`src/rtl/bin_display_ctrl.sv`:
```
// bin_display_ctrl: 7-bit binary to 3-digit BCD converter (iterative double dabble)
// driving a time-multiplexed, optionally leading-zero-blanked 7-segment display.
`default_nettype none

module bin_display_ctrl #(
    parameter int SCAN_DIV      = 4,
    parameter int BLANK_LEADING = 1
) (
    input  logic        clock,
    input  logic        reset,
    input  logic [6:0]  bin,
    input  logic        load,
    output logic        busy,
    output logic        done,
    output logic [11:0] bcd,
    output logic [6:0]  seg,
    output logic [2:0]  an
);

    localparam logic [15:0] DIV_LAST = 16'(SCAN_DIV - 1);

    typedef enum logic [0:0] {IDLE, CONV} state_t;

    state_t      state_q;
    logic [6:0]  shift_q;
    logic [11:0] scratch_q;
    logic [2:0]  iter_q;
    logic        busy_q;
    logic        done_q;
    logic [11:0] bcd_q;
    logic [15:0] div_q;
    logic [1:0]  idx_q;

    logic [11:0] adj;
    logic [11:0] scratch_d;
    logic [6:0]  shift_d;

    // One double-dabble iteration: add-3 on nibbles >= 5, then shift {scratch, shift} left.
    always_comb begin
        adj = scratch_q;
        for (int i = 0; i < 3; i++) begin
            if (scratch_q[i*4 +: 4] >= 4'd5) begin
                adj[i*4 +: 4] = scratch_q[i*4 +: 4] + 4'd3;
            end
        end
        scratch_d = (adj << 1) | {11'd0, shift_q[6]};
        shift_d   = shift_q << 1;
    end

    always_ff @(posedge clock or posedge reset) begin
        if (reset) begin
            state_q   <= IDLE;
            shift_q   <= '0;
            scratch_q <= '0;
            iter_q    <= '0;
            busy_q    <= 1'b0;
            done_q    <= 1'b0;
            bcd_q     <= '0;
        end else begin
            done_q <= 1'b0;
            case (state_q)
                IDLE: begin
                    if (load) begin
                        shift_q   <= bin;
                        scratch_q <= '0;
                        iter_q    <= '0;
                        busy_q    <= 1'b1;
                        state_q   <= CONV;
                    end
                end
                CONV: begin
                    shift_q   <= shift_d;
                    scratch_q <= scratch_d;
                    iter_q    <= iter_q + 3'd1;
                    if (iter_q == 3'd6) begin
                        bcd_q   <= scratch_d;
                        busy_q  <= 1'b0;
                        done_q  <= 1'b1;
                        state_q <= IDLE;
                    end
                end
                default: state_q <= IDLE;
            endcase
        end
    end

    // Free-running scan; deliberately independent of the conversion FSM.
    always_ff @(posedge clock or posedge reset) begin
        if (reset) begin
            div_q <= '0;
            idx_q <= '0;
        end else if (div_q == DIV_LAST) begin
            div_q <= '0;
            idx_q <= (idx_q == 2'd2) ? 2'd0 : idx_q + 2'd1;
        end else begin
            div_q <= div_q + 16'd1;
        end
    end

    logic [3:0] nib;
    logic       blank;

    always_comb begin
        an    = 3'b100;
        nib   = bcd_q[11:8];
        blank = (BLANK_LEADING != 0) && (bcd_q[11:8] == 4'd0);
        case (idx_q)
            2'd0: begin
                an    = 3'b001;
                nib   = bcd_q[3:0];
                blank = 1'b0;
            end
            2'd1: begin
                an    = 3'b010;
                nib   = bcd_q[7:4];
                blank = (BLANK_LEADING != 0) && (bcd_q[11:8] == 4'd0) && (bcd_q[7:4] == 4'd0);
            end
            default: ;
        endcase

        case (nib)
            4'd0:    seg = 7'b1111110;
            4'd1:    seg = 7'b0110000;
            4'd2:    seg = 7'b1101101;
            4'd3:    seg = 7'b1111001;
            4'd4:    seg = 7'b0110011;
            4'd5:    seg = 7'b1011011;
            4'd6:    seg = 7'b0011111;
            4'd7:    seg = 7'b1110000;
            4'd8:    seg = 7'b1111111;
            4'd9:    seg = 7'b1110011;
            default: seg = 7'b0000000;
        endcase
        if (blank) begin
            seg = 7'b0000000;
        end
    end

    assign busy = busy_q;
    assign done = done_q;
    assign bcd  = bcd_q;

endmodule

`default_nettype wire

```
`config.mk`:
```
export PLATFORM = sky130hd
export DESIGN_NAME = bin_display_ctrl
export DESIGN_NICKNAME = d
export VERILOG_FILES = /design/src/rtl/bin_display_ctrl.sv
export SDC_FILE = /design/constraint.sdc
export NUM_CORES = 1
export LEC_CHECK = 0
export CORE_ASPECT_RATIO = 2
export CORE_MARGIN = 4
export CORE_UTILIZATION = 40
export DETAILED_ROUTE_END_ITERATION = 12
export SKIP_LAST_GASP = 1
export SYNTH_ARGS = -nofsm -noshare
export SYNTH_HDL_FRONTEND = slang
export SYNTH_SLANG_ARGS = --single-unit
```
`constraint.sdc`:
```
create_clock -name clock -period 2.9 [get_ports clock]
set_input_delay 0.58 -clock clock [delete_from_list [all_inputs] [get_ports clock]]
set_output_delay 0.58 -clock clock [all_outputs]
set_load 0.03 [all_outputs]
```
**Yosys cells after proc, flatten, opt, wreduce, memory -nomap -nowiden**

Memories as Yosys holds them, arrays and structs flattened.
Cells that the tools add are included.

- Flip-flop bits (word level): 55
- ROM bits: 112
- Input bits: 10
- Output and inout port bits: 24
- Logic and storage cells: 56
- Memories kept: 1

Memory list:

| name | words | width | rd ports | clocked after memory_dff | write ports | line | RTL |
|---|---|---|---|---|---|---|---|
| (name not given) | 16 | 7 | 1 | 0 | 0 | 121 | `case (nib)` |

- Add/sub/neg operators: 6
- $lt $le $gt $ge: 3
- Eq/ne operators: 6
- Multiplexer cells: 23
- Bitwise operators: 2
- Reduce and logical (&&, ||, !) cells: 6

Operators with widths:

| operator | number |
|---|---|
| $pmux W12 S2 | 1 |
| $add A16 B1 Y16 const B | 1 |
| $eq A16 B2 Y1 const B | 1 |
| $mux W16 | 1 |
| $mux W7 | 2 |
| $pmux W7 S2 | 1 |
| $ge A4 B3 Y1 const B | 3 |
| $mux W12 | 1 |
| $or A12 B1 Y12 | 1 |
| $pmux W3 S2 | 2 |
| $add A4 B2 Y4 const B | 2 |
| $logic_not A4 Y1 | 2 |
| $mux W4 | 2 |
| $pmux W4 S2 | 1 |
| $mux W1 | 6 |
| $mux W3 | 2 |
| $pmux W1 S2 | 3 |
| $reduce_and A2 Y1 | 2 |
| $add A3 B1 Y3 const B | 1 |
| $add A3 B2 Y3 const B | 1 |
| $eq A3 B3 Y1 const B | 1 |
| $add A2 B1 Y2 const B | 1 |
| $eq A2 B1 Y1 const B | 1 |
| $eq A2 B2 Y1 const B | 1 |
| other kinds (6) | 6 |

**Logic depth before layout (Yosys ltp)**

Gate-level depths: netlist of the first run.

- Depth after elaboration: 4
- Gate-level depth with buffers: 9
- Gate-level depth less buffers: 8

**Worst setup path before layout of the first run**

OpenSTA, ideal clock, no wires.

- Kind: reg2out
- Start point: reg bcd_q[4] (netlist: bcd[4])
- End point: out seg[6]
- Data arrival time: 2442 ps
- Required time: 2320 ps
- Path slack: -122 ps
- Cell stages (with the launch flop): 7
- Buffers on the path: 0
- Cell sequence: dfrtp_1 > mux2_2 > mux2i_1 > inv_1 > ha_1 > mux2_2 > a211oi_1

- Longest elaborated chain between the ends: 4
- Elaborated cells on any way between the ends: 6
- Classes of those cells: mux: 3; reduce/logical: 2; memory: 1

RTL lines:

| element | line | RTL |
|---|---|---|
| start, declared | 30 | `logic [11:0] bcd_q;` |
| start signal, assigned | 76 | `bcd_q <= scratch_d;` |
| parallel branches: the longest is 3 deep, another holds $mem_v2 Z16 W7 | - |  |
| $mux W7 * | 134 | `if (blank) begin` |
| end, declared | 16 | `output logic [6:0] seg,` |

Every way passes the cells marked *.

**Worst setup path in the final report of the first run**

- Start point: reg idx_q[0]
- End point: out seg[3]

- Longest elaborated chain between the ends: 4
- Elaborated cells on any way between the ends: 6
- Classes of those cells: eq/ne: 1; mux: 3; reduce/logical: 1; memory: 1

RTL lines:

| element | line | RTL |
|---|---|---|
| start, declared | 32 | `logic [1:0] idx_q;` |
| start signal, assigned | 94 | `idx_q <= (idx_q == 2'd2) ? 2'd0 : idx_q + 2'd1;` |
| $eq A2 B1 Y1 / $logic_not A2 Y1 (equally long branches) | 107 | `case (idx_q)` |
| $pmux W4 S2 | 107 |  |
| $mem_v2 Z16 W7 | - |  |
| $mux W7 * | 134 |  |

Mark *: on every way between the ends. The rest lies on a longest branch, timed or not.

==> results.txt, run 1 <==
The mean area per synthesized cell is 9.927 um2. On the critical path, the stage with the largest delay is an instance of or3b_4. The pin slew with the least headroom to its limit came out at 673.7 ps.

The cell area that synthesis handed to floorplanning was 0.002849 mm2. The number of search-and-repair iterations in the first detailed-routing pass is 4. The final core utilization came out at 0.5003. The total of endpoints with negative setup slack in the final report came out at 0. In this run, synthesis inferred 0 flip-flops with an integrated enable.

The net switching power of the design came out at 1.451 mW. The share of total power dissipated in the clock network is 0.163. The most used flip-flop cell after synthesis is dfrtp_1. The path category of the worst min-delay check is register to register.

The critical path goes through mux2_2 > mux2i_2 > buf_4 > ha_1 > or3b_4 > a21oi_2 > buf_6. On the final layout, the worst clock skew is 2.898 ps. The met3 track utilization from global routing is 0.02639. The number of design-rule violations left by the first detailed-router iteration is 88. The initial standard-cell utilization of the core is 0.4105. Once detailed placement completed, the half-perimeter wirelength came to 4435 um.

The count of nets after finishing is 348. The count of H-tree levels built during CTS is 2. The instance area at placement is 0.003306 mm2. Of the cells placed in the final design, the portion with a size suffix greater than 1 is 0.1380. The count of pins over their slew limit came to 0. The cell leakage power came out at 1.534 nW. The remaining antenna violation count came out at 0. The worst setup path is launched from a register. No sink is reached through more buffers than the 2 on the longest clock path. For this run, global-route usage on met2 was measured as 0.2602.

The data arrival time at the worst-slack endpoint came out at 2320 ps. The CTS tree is built. The CTS clock-pin slew for the worst setup and hold paths came out at 60 ps. The number of I/O pins came out at 34.

The power density normalized to cell area came out at 1012 mW/mm2. Setup repair after global routing could not meet its margin everywhere. The synthesis-stage register bit count came out at 55. Measured against its own limit, the worst slew margin works out to 0.5504. The flow ran to the end, and the final reports show no timing, DRC or antenna violations. The sum of routed wire length over all layers came out at 5764 um. The core box area is 0.006940 mm2.

Once routing completed, OpenROAD measured the worst setup slack at 4.054 ps. The number of antenna diodes in the final layout is 0. The largest net degree at the start of global routing is 25. The clock reaches the later pin of the worst-skew pair after 290 ps. The highest cell delay on the worst timing path came out at 400 ps. Counting the buffers created by CTS gives 5. The proportion of synthesized chip area in sequential cells is 0.4831. The worst ir drop on vdd came out at 515.5 uV.

Synthesis produced a netlist whose cell count is 287. Of the post-synthesis cell area, the dominant cell type holds 0.4831. The count of clock tree sinks came out at 55.

The type of the setup path with the least slack is register to output pin. The highest attainable clock frequency is 345.3 MHz. The number of warning messages in the yosys log came out at 0. Of the total power, combinational logic draws 0.490. The number of different library cells in the post-synthesis netlist came out at 41. Compared with the post-synthesis result, the final layout area differs by 21.87%. In this run the horizontal extent of the chip is 67.68 um. The cell family contributing the most delay on the critical path is multiplexers. The total global-route track usage came out at 0.1485. The CTS root buffer is clkbuf_16. The final total negative setup slack is 0 ps.

The routed wire length per instance is 13.86 um. The number of hold-repair buffers added at the cts stage is 0. After global routing, the most crowded layer is met2.

The worst setup path is captured at an output pin. The internal power component came out at 2.064 mW. During placement, the flow inserted port buffers numbering 33. The sequential share of power came out at 0.346. At the end of routability-driven placement, the weighted congestion stood at 0.7601.

The area of the die is 0.008618 mm2. The met1 routing resource usage after global routing is 0.1704. The biggest area contributor in the post-synthesis netlist is dfrtp_1. The average via count per standard cell is 5.192. The synthesized net count is 310. The shortest clock period the worst path allows after layout came out at 2896 ps. After routing the design area is 0.003472 mm2. The die height is 127.4 um. The max-cap check violation count is 0.

The final routed DRC violation total came out at 0. The worst slack at placement is 233.7 ps. The number of global-route vias before repair is 2176.

The post-route clock period utilization came out at 0.9986. The async set or reset register ratio after synthesis came out at 1.000. The number of hold-slack violations in the final timing report is 0. The initial antenna violation count came out at 0. The required time of the worst setup path is 2320 ps.

The total via count in the routed design came out at 2160. The switching portion of total power came out at 0.4128. The total overflow left after global routing is 0. After synthesis, the cell types taking the most area are dfrtp_1, ha_1, nand2_1.

The number of buffers and inverters on the critical path is 2. The number of placement rows came out at 43. The first global-routing pass estimated 9880 um of wire.

The maximum net fanout on the critical path came out at 4.
[power groups by stage]
stage | clock network [mW] | registers (mW) | logic (mW)
final | 0.574 | 1.22 | 1.72
after global routing | 0.630 | 1.26 | 1.91
after CTS | 0.600 | 1.22 | 1.74
after detailed placement | 0 | 1.23 | 1.72
after global placement | 0 | 1.23 | 1.69
after floorplan | 0 | 1.30 | 1.08
[state kept, by name (all words and copies together) (netlist names)]
register	count
div_q	16
bcd	12
scratch_q	12
shift_q	7
iter_q	3
idx_q	2
busy	1
done	1
state_q	1
[path summary, 6_finish.rpt]
check,from,end,slack (ps),cells after the start
max,idx_q[0],seg[3],4,7
min,shift_q[1],shift_q[2],490,2
max reg2reg,div_q[0],idx_q[0],1140,5
min reg2reg,shift_q[1],shift_q[2],490,2
max in group asynchronous,reset,bcd[11],1750,3
min in group asynchronous,reset,div_q[9],600,2
[final cells by class]
type | count | area (um2)
fillers | 657 | 3468
multi-input cells | 204 | 1381
flip-flops and latches | 55 | 1376
repair buffers | 43 | 404.1
clock buffers | 7 | 132.6
well taps | 90 | 112.6
inverters | 16 | 60.06
clock inverters | 1 | 5.005
[metrics by stage]
stage	hold slack (ps)	std cells	power (mW)
CTS	495.8	416	3.558
global placement	460.9	407	2.916
finish	490.9	416	3.515
global route	511.3	416	3.800
detailed placement	480.6	407	2.953
floorplan	445.8	287	2.376
[placed cells by master, fill, tap and decap left out, types with 2 or more instances in the layout]
cell / instances
a21oi_1: 11
a21oi_2: 2
a311oi_1: 2
and2_1: 3
buf_4: 15
clkbuf_1: 2
clkbuf_16: 5
clkdlybuf4s50_1: 26
dfrtp_1: 55
ha_1: 12
inv_1: 14
mux2_2: 8
mux2_4: 2
mux2i_1: 7
mux2i_2: 2
nand2_1: 41
nand2b_1: 6
nand3_1: 10
nand4_1: 3
nor2_1: 9
nor2b_1: 2
nor3_1: 6
nor3b_1: 5
nor4_1: 4
o21ai_0: 26
o22ai_1: 10
xnor2_1: 14
xor2_1: 2
[cell families after synthesis]
family	after synthesis	share of synthesized area
XOR/XNOR	16	0.04919
buffers and inverters	28	0.04216
flip-flops	55	0.4831
multiplexers	20	0.07993
AO/OA/AOI/OAI	58	0.1208
adder cells (fa/ha/maj)	13	0.05709
AND/OR/NAND/NOR	97	0.1678
[synthesized netlist by cell type (2+ instances only)]
master and count:
nand3_1 10, inv_1 15, clkbuf_1 9, mux2_4 2, a21oi_2 2, nor2_1 9
o21ai_0 27, nand4_1 3, xnor2_1 14, nand2b_1 6, nor3b_1 5, buf_4 2
nor4_1 4, nand2_1 41, o22ai_1 10, xor2_1 2, ha_1 13, a21oi_1 11
mux2_2 8, mux2i_1 8, nor2b_1 2, nor3_1 6, dfrtp_1 55, mux2i_2 2
and2_1 3, a311oi_1 3
[layer usage]
layer  share of wire  vias up
li1                -     1067
met1            0.41     1050
met2            0.54       34
met3           0.025        9
met4           0.024        0
met5               0        -
[repair_timing]
action / in CTS / in global routing
cloned: 0 / 0
buffers inserted: 1 / 0
pin swaps: 1 / 0
endpoints found under the setup margin: 1 / 3
gates resized for setup: 3 / 3
[worst min-delay path: cells and delay by family, from the launching register on]
family           cells  cell delay [ps]
flip-flops           1              340
AND/OR/NAND/NOR      1               50
AO/OA/AOI/OAI        1               60
Power figures use the tool's default switching activity.
==> inputs of run 2 (changes only) <==
- CORE_UTILIZATION: 40 -> 30
- SKIP_LAST_GASP: 1 -> unset
==> run 2 against run 1 <==
Effect of this change:
- core utilization decreased by 12 points
- combinational power increased by 3%
- sequential cell count unchanged
- global-route usage decreased by 3.6 points
- first-iteration DRC count decreased by 43%
- clock skew increased by 3.3 ps
- total power increased by 4.4%
- critical path type unchanged
- critical endpoint unchanged
==> results.txt, run 2 (synthesis gave the netlist of run 1 again) <==
The largest net degree at the start of global routing is 26 (+4.0%). The power share of the combinational group came out at 0.485 (-0.005). The global-route wire length before repair came to 10070 um (+1.9%).

The final routed DRC violation total came out at 0 (unchanged). Setup repair after global routing could not meet its margin everywhere. The power density normalized to cell area was 1039 mW/mm2 (+2.7%). The filler-free cell count of the finished design is 429 (+3.1%). The relative contribution of the clock network to total power came out at 0.182 (+0.019).

The number of antenna diodes is 0 (unchanged). The sequential share of power is 0.332 (-0.014). The remaining antenna violation count is 0 (unchanged).

The shortest clock period the worst path allows after layout was 2844 ps (-52.17 ps). The flop-to-flop setup slack came out at 1180 ps (+40 ps). The clock network latency to the later pin of the worst-skew pair is 290 ps (about the same). The die height is 145.8 um (+14%). The net switching power of the design is 1.498 mW (+3.3%). The cell leakage power is 1.542 nW (+0.57%). The CTS tree is built.

The internal power component came out at 2.171 mW (+5.2%). The max-cap check violation count is 0 (unchanged). The total of endpoints with negative setup slack in the final report came out at 0 (unchanged). More flip-flops sit in one register than any other, and that register is div_q. The number of flip-flops under the largest register name came out at 16 (unchanged). The highest attainable clock frequency was 351.6 MHz (+1.8%).

The flow ran to the end, and the final reports show no timing, DRC or antenna violations. The number of hold-repair buffers added at the cts stage is 0 (unchanged). The core box area is 0.009321 mm2 (+34%). The worst ir drop on vdd came out at 751.7 uV (+46%). The area of the die came out at 0.01121 mm2 (+30%). The share of post-route cells with drive strength above 1 was 0.1477 (+0.009655). The final total negative setup slack is 0 ps (unchanged). The headroom to the max-slew limit is 0.4944 (-0.05597). The instance count after placement with tap cells included came out at 421 (+3.4%). The count of pins over their slew limit is 0 (unchanged). The number of global-route vias before repair is 2125 (-2.3%). The number of hold-slack violations in the final timing report is 0 (unchanged). STA classifies the critical path endpoint as an output pin. The maximum clock insertion buffer count came out at 2 (unchanged). The total via count in the routed design is 2129 (-1.4%). The area growth from synthesis to layout is 23.89%. The initial antenna violation count is 0 (unchanged).

The number of I/O pins came out at 34 (unchanged). The CTS clock-pin slew for the worst setup and hold paths is 70 ps (about the same). The data arrival time at the worst-slack endpoint came to 2260 ps (-60 ps). The library cells used most frequently in the layout, excluding fill and tap cells, are dfrtp_1, nand2_1, o21ai_0, clkdlybuf4s50_1, buf_4. The remaining global-route overflow is 0 (unchanged). The number of clock buffers inserted by TritonCTS came out at 5 (unchanged). The placed wire-length estimate after detailed placement is 4692 um (+5.8%). The number of search-and-repair iterations in the first detailed-routing pass came to 4 (unchanged). The number of placement rows is 50 (+16%).

The most common library cell in the layout ignoring fill and taps is dfrtp_1. The count of clock tree sinks is 55 (unchanged). The initial standard-cell utilization of the core is 0.3056 (-0.1049). The routed wire length per instance came to 14.31 um (+3.3%). The number of design-rule violations left by the first detailed-router iteration is 50 (-43%).

The die boundary width came to 76.91 um (+14%). The number of input and output port buffers inserted came out at 33 (unchanged). The CTS root buffer is clkbuf_16. The placer congestion estimate is 0.7489 (-1.5%). The worst clock skew came out at 6.162 ps (+3.264 ps). The type of the setup path with the least slack is register to output pin. The path category of the worst min-delay check is register to register. The maximum net fanout on the critical path is 3 (-1).

The count of nets after finishing is 348 (unchanged). The average via count per standard cell is 4.963 (-4.4%). The pin slew with the least headroom to its limit is 756.0 ps (+82.33 ps). The switching portion of total power came to 0.4083 (-0.004490). The sum of routed wire length over all layers came to 6141 um (+6.5%).

The total global-route track usage is 0.1129 (-0.03557). The count of H-tree levels built during CTS came to 2 (unchanged). The post-route clock period utilization was 0.9806 (-0.01799). The required time of the worst setup path came out at 2320 ps (about the same). The category of the worst setup path launch point is a register.
[run 2: final timing paths]
kind	startpoint	end	cells after the start
setup reg to reg	state_q	scratch_q[11]	4
hold / removal	div_q[15]	div_q[15]	1
hold reg to reg	div_q[15]	div_q[15]	1
max in group asynchronous	reset	shift_q[6]	3
setup / recovery	idx_q[0]	seg[3]	9
min in group asynchronous	reset	div_q[8]	2
[run 2: worst max-delay path, cell delays in order (launching register included)]
cell,delay [ps]
dfrtp_1,420
mux2_4,310
mux2i_2,160
inv_1,120
ha_4,180
or2_2,280
o22ai_2,120
o21ai_1,90
a21oi_2,150
buf_6,140
[run 2: routing by layer]
metal  GRT usage  up-vias  wire, um
li1            -     1067         -
met1      0.1235     1021      2425
met2      0.1993       32      3299
met3     0.02788        9       270
met4     0.05626        0       145
met5           0        -         0
[run 2: area by class of cell]
type / count / area (um2)
Timing Repair Buffer: 43 / 391.6
Inverter: 16 / 60.06
Clock inverter: 2 / 37.54
Multi-Input combinational cell: 204 / 1409
Tap cell: 104 / 130.1
Sequential cell: 55 / 1376
Clock buffer: 5 / 125.1
Fill cell: 889 / 5792
[run 2: power by group through the flow]
stage                     clock (mW)  combinational (mW)  sequential, mW
after floorplan                    0                1.08            1.30
after global placement             0                1.69            1.23
after detailed placement           0                1.73            1.24
after CTS                      0.691                1.74            1.23
after global routing           0.719                1.96            1.27
final                          0.669                1.78            1.22
[run 2: timing repair]
action                                  CTS  global route
pin swaps                                 1             2
gates resized for setup                   1             9
hold endpoints to repair                  0             0
buffers inserted                          0             1
gates cloned                              0             0
endpoints found under the setup margin    1             2
[run 2: per-stage QoR]
step	instance area [um2]	util	setup slack, ps	hold WS [ps]	power, mW
2_1_floorplan	2860	-	91.98	445.8	2.376
3_3_place_gp	3311	0.3552	344.4	465.9	2.924
3_5_place_dp	3311	0.3552	316.6	470.9	2.966
4_1_cts	3477	0.3730	7.825	485.4	3.657
5_1_grt	3530	0.3787	-33.45	510.3	3.944
6_report	3530	0.3787	56.22	485.3	3.669
==> inputs of run 3 (changes only) <==
- clock period: 2.9 -> 3 ns (I/O delays scaled with it)
==> run 3 against run 2 <==
Effect of this change:
- critical path depth is 2 lower
- via count is 1.6% lower
- clock skew grew 1.6 ps
- total power fell by 6.8%
- hold slack worse by 9.7 ps
- die area did not move
- cell area decreased by 1.7%
- sequential power is 3% lower
- first-iteration DRC count rose by 72%
- routed wire length decreased by 1.3%
- global-route usage is 0.37 points higher
- critical path type unchanged
- largest cell class unchanged
- largest power group unchanged
==> results.txt, run 3 (synthesis gave the netlist of run 1 again) <==
The number of filler cells placed in the layout came out at 938 (+5.5%). The final routed DRC violation total came out at 0 (unchanged). The die boundary width is 76.91 um (unchanged). The global-route wire length before repair came to 10670 um (+6.0%). The largest net degree at the start of global routing was 56 (+120%). The total via count in the routed design is 2094 (-1.6%). The share of post-route cells with drive strength above 1 was 0.1358 (-0.01189). The sum of routed wire length over all layers is 6064 um (-1.3%).

In the layout the commonest cells are dfrtp_1, nand2_1, o21ai_0, clkdlybuf4s50_1. The instance count after placement with tap cells included came to 419 (-0.48%). The maximum clock insertion buffer count is 2 (unchanged). CTS placed an instance of clkbuf_16 at the clock tree root. The net switching power of the design is 1.431 mW (-4.5%). The critical path in this run is classified as register to output pin.

The number of global-route vias before repair was 2235 (+5.2%). The power share of the combinational group was 0.489 (+0.004). The final design area excluding fillers is 0.003470 mm2 (-1.7%).

The total of endpoints with negative setup slack in the final report came out at 0 (unchanged). The count of H-tree levels built during CTS was 2 (unchanged). The number of antenna diodes came out at 0 (unchanged).

The filler-free cell count of the finished design is 428 (-0.23%). The clock network latency to the later pin of the worst-skew pair came to 290 ps (about the same). The required time of the worst setup path is 2400 ps (+80 ps).

The number of input and output port buffers inserted came out at 33 (unchanged). The routed wire length per instance is 14.17 um (-1.0%). The count of pins over their slew limit came out at 0 (unchanged). The area of the die is 0.01121 mm2 (unchanged). The maximum net fanout on the critical path is 4 (+1). The path category of the worst min-delay check is register to register. The power density normalized to cell area came out at 985.4 mW/mm2 (-5.2%). The number of hold-slack violations in the final timing report came out at 0 (unchanged). The CTS clock-pin slew for the worst setup and hold paths is 70 ps (about the same). The switching portion of total power came out at 0.4186 (+0.01027). The sequential share of power came out at 0.345 (+0.013). The number of search-and-repair iterations in the first detailed-routing pass is 4 (unchanged). The placed wire-length estimate after detailed placement is 4618 um (-1.6%). The CTS tree is built. The instance area at placement came to 0.003296 mm2 (-0.45%). The number of placement rows is 50 (unchanged). The number of clock buffers inserted by TritonCTS is 5 (unchanged). The total global-route track usage came out at 0.1167 (+0.003745). The remaining global-route overflow is 0 (unchanged). The flow ran to the end, and the final reports show no timing, DRC or antenna violations. The register containing the most flip-flops in the final layout is div_q. The data arrival time at the worst-slack endpoint came out at 2300 ps (+40 ps). The area growth from synthesis to layout is 21.78%.

STA classifies the critical path endpoint as an output pin. The cell leakage power came to 1.519 nW (-1.5%). The relative contribution of the clock network to total power came out at 0.166 (-0.016). The remaining antenna violation count came out at 0 (unchanged). The final core utilization came out at 0.3722 (-0.006443). The number of I/O pins is 34 (unchanged). The count of nets after finishing is 346 (-0.57%).

The worst clock skew came to 7.722 ps (+1.559 ps). The count of clock tree sinks came out at 55 (unchanged). The die height came out at 145.8 um (unchanged). The internal power component is 1.988 mW (-8.4%). The most common library cell in the layout ignoring fill and taps is dfrtp_1. The shortest clock period the worst path allows after layout is 2899 ps.

The highest attainable clock frequency came out at 344.9 MHz. The number of design-rule violations left by the first detailed-router iteration came out at 86 (+72%). The worst ir drop on vdd came out at 343.0 uV (-54%). The initial antenna violation count came to 0 (unchanged). The number of flip-flops under the largest register name is 16 (unchanged). The core box area is 0.009321 mm2 (unchanged). The post-route clock period utilization is 0.9664. The pin slew with the least headroom to its limit is 701.0 ps (-54.96 ps).

The average via count per standard cell came to 4.893 (-1.4%). STA classifies the critical path startpoint as a register. The initial standard-cell utilization of the core came out at 0.3056 (unchanged). The max-cap check violation count is 0 (unchanged).

The placer congestion estimate is 0.8235 (+10%). The headroom to the max-slew limit came out at 0.5326 (+0.03822).
run 3: cell count changes in the layout (fill, tap and decap cells not counted), sizes merged:
cell / previous run / this run
buf: 17 / 15
clkinv: 1 / 2
clkbuf: 5 / 6
bufinv: 1 / 0
run 3: stage by stage:
stage	setup TNS (ps)	worst slack [ps]	total power, mW	hold slack [ps]
after detailed placement	0	289.9	2.859	466.6
final	0	100.8	3.419	475.6
after CTS	0	3.280	3.460	480.7
after global routing	-22.03	-22.03	3.711	498.5
after floorplan	0	172.0	2.297	445.8
after global placement	0	362.2	2.822	467.0
run 3: timing repair:
item	CTS	global route
endpoints found under the setup margin	1	3
resized for setup	2	4
hold buffers	0	0
buffers inserted	0	1
pin swaps	0	1
run 3: worst max-delay path, cell delays in order (launching register included):
cell,delay [ps]
dfrtp_1,380
mux2_2,360
mux2i_2,180
buf_4,160
ha_1,240
or3b_1,390
a21oi_2,160
buf_6,140
run 3: layout make-up:
cell class | count | area [um2] | area share
clock buffers | 6 | 128.9 | 0.03714
clock inverters | 2 | 12.51 | 0.003606
inverters | 16 | 60.06 | 0.01731
multi-input cells | 204 | 1385 | 0.3992
flip-flops and latches | 55 | 1376 | 0.3967
well taps | 104 | 130.1 | 0.03750
repair buffers | 41 | 376.6 | 0.1085
run 3: power by group through the flow:
stage / logic [mW] / registers (mW) / clock network [mW]
after detailed placement: 1.66 / 1.20 / 0
after global placement: 1.63 / 1.19 / 0
after global routing: 1.87 / 1.22 / 0.619
final: 1.67 / 1.18 / 0.567
after floorplan: 1.04 / 1.26 / 0
after CTS: 1.68 / 1.19 / 0.594
run 3: path summary, 6_finish.rpt:
path	startpoint	end	slack (ps)	depth (start not counted)
worst min register to register	div_q[15]	div_q[15]	480	1
worst min-delay path	div_q[15]	div_q[15]	480	1
max in group asynchronous	reset	scratch_q[11]	1710	3
worst max register to register	div_q[0]	idx_q[0]	1290	5
min in group asynchronous	reset	div_q[12]	810	3
worst max-delay path	idx_q[0]	seg[3]	100	7
run 3: routing by layer:
metal	global-route usage	share of wire	vias to the layer above
met5	0	0	-
met4	0.04900	0.020	0
met3	0.02788	0.043	7
met2	0.2063	0.53	33
met1	0.1318	0.41	987
li1	-	-	1067
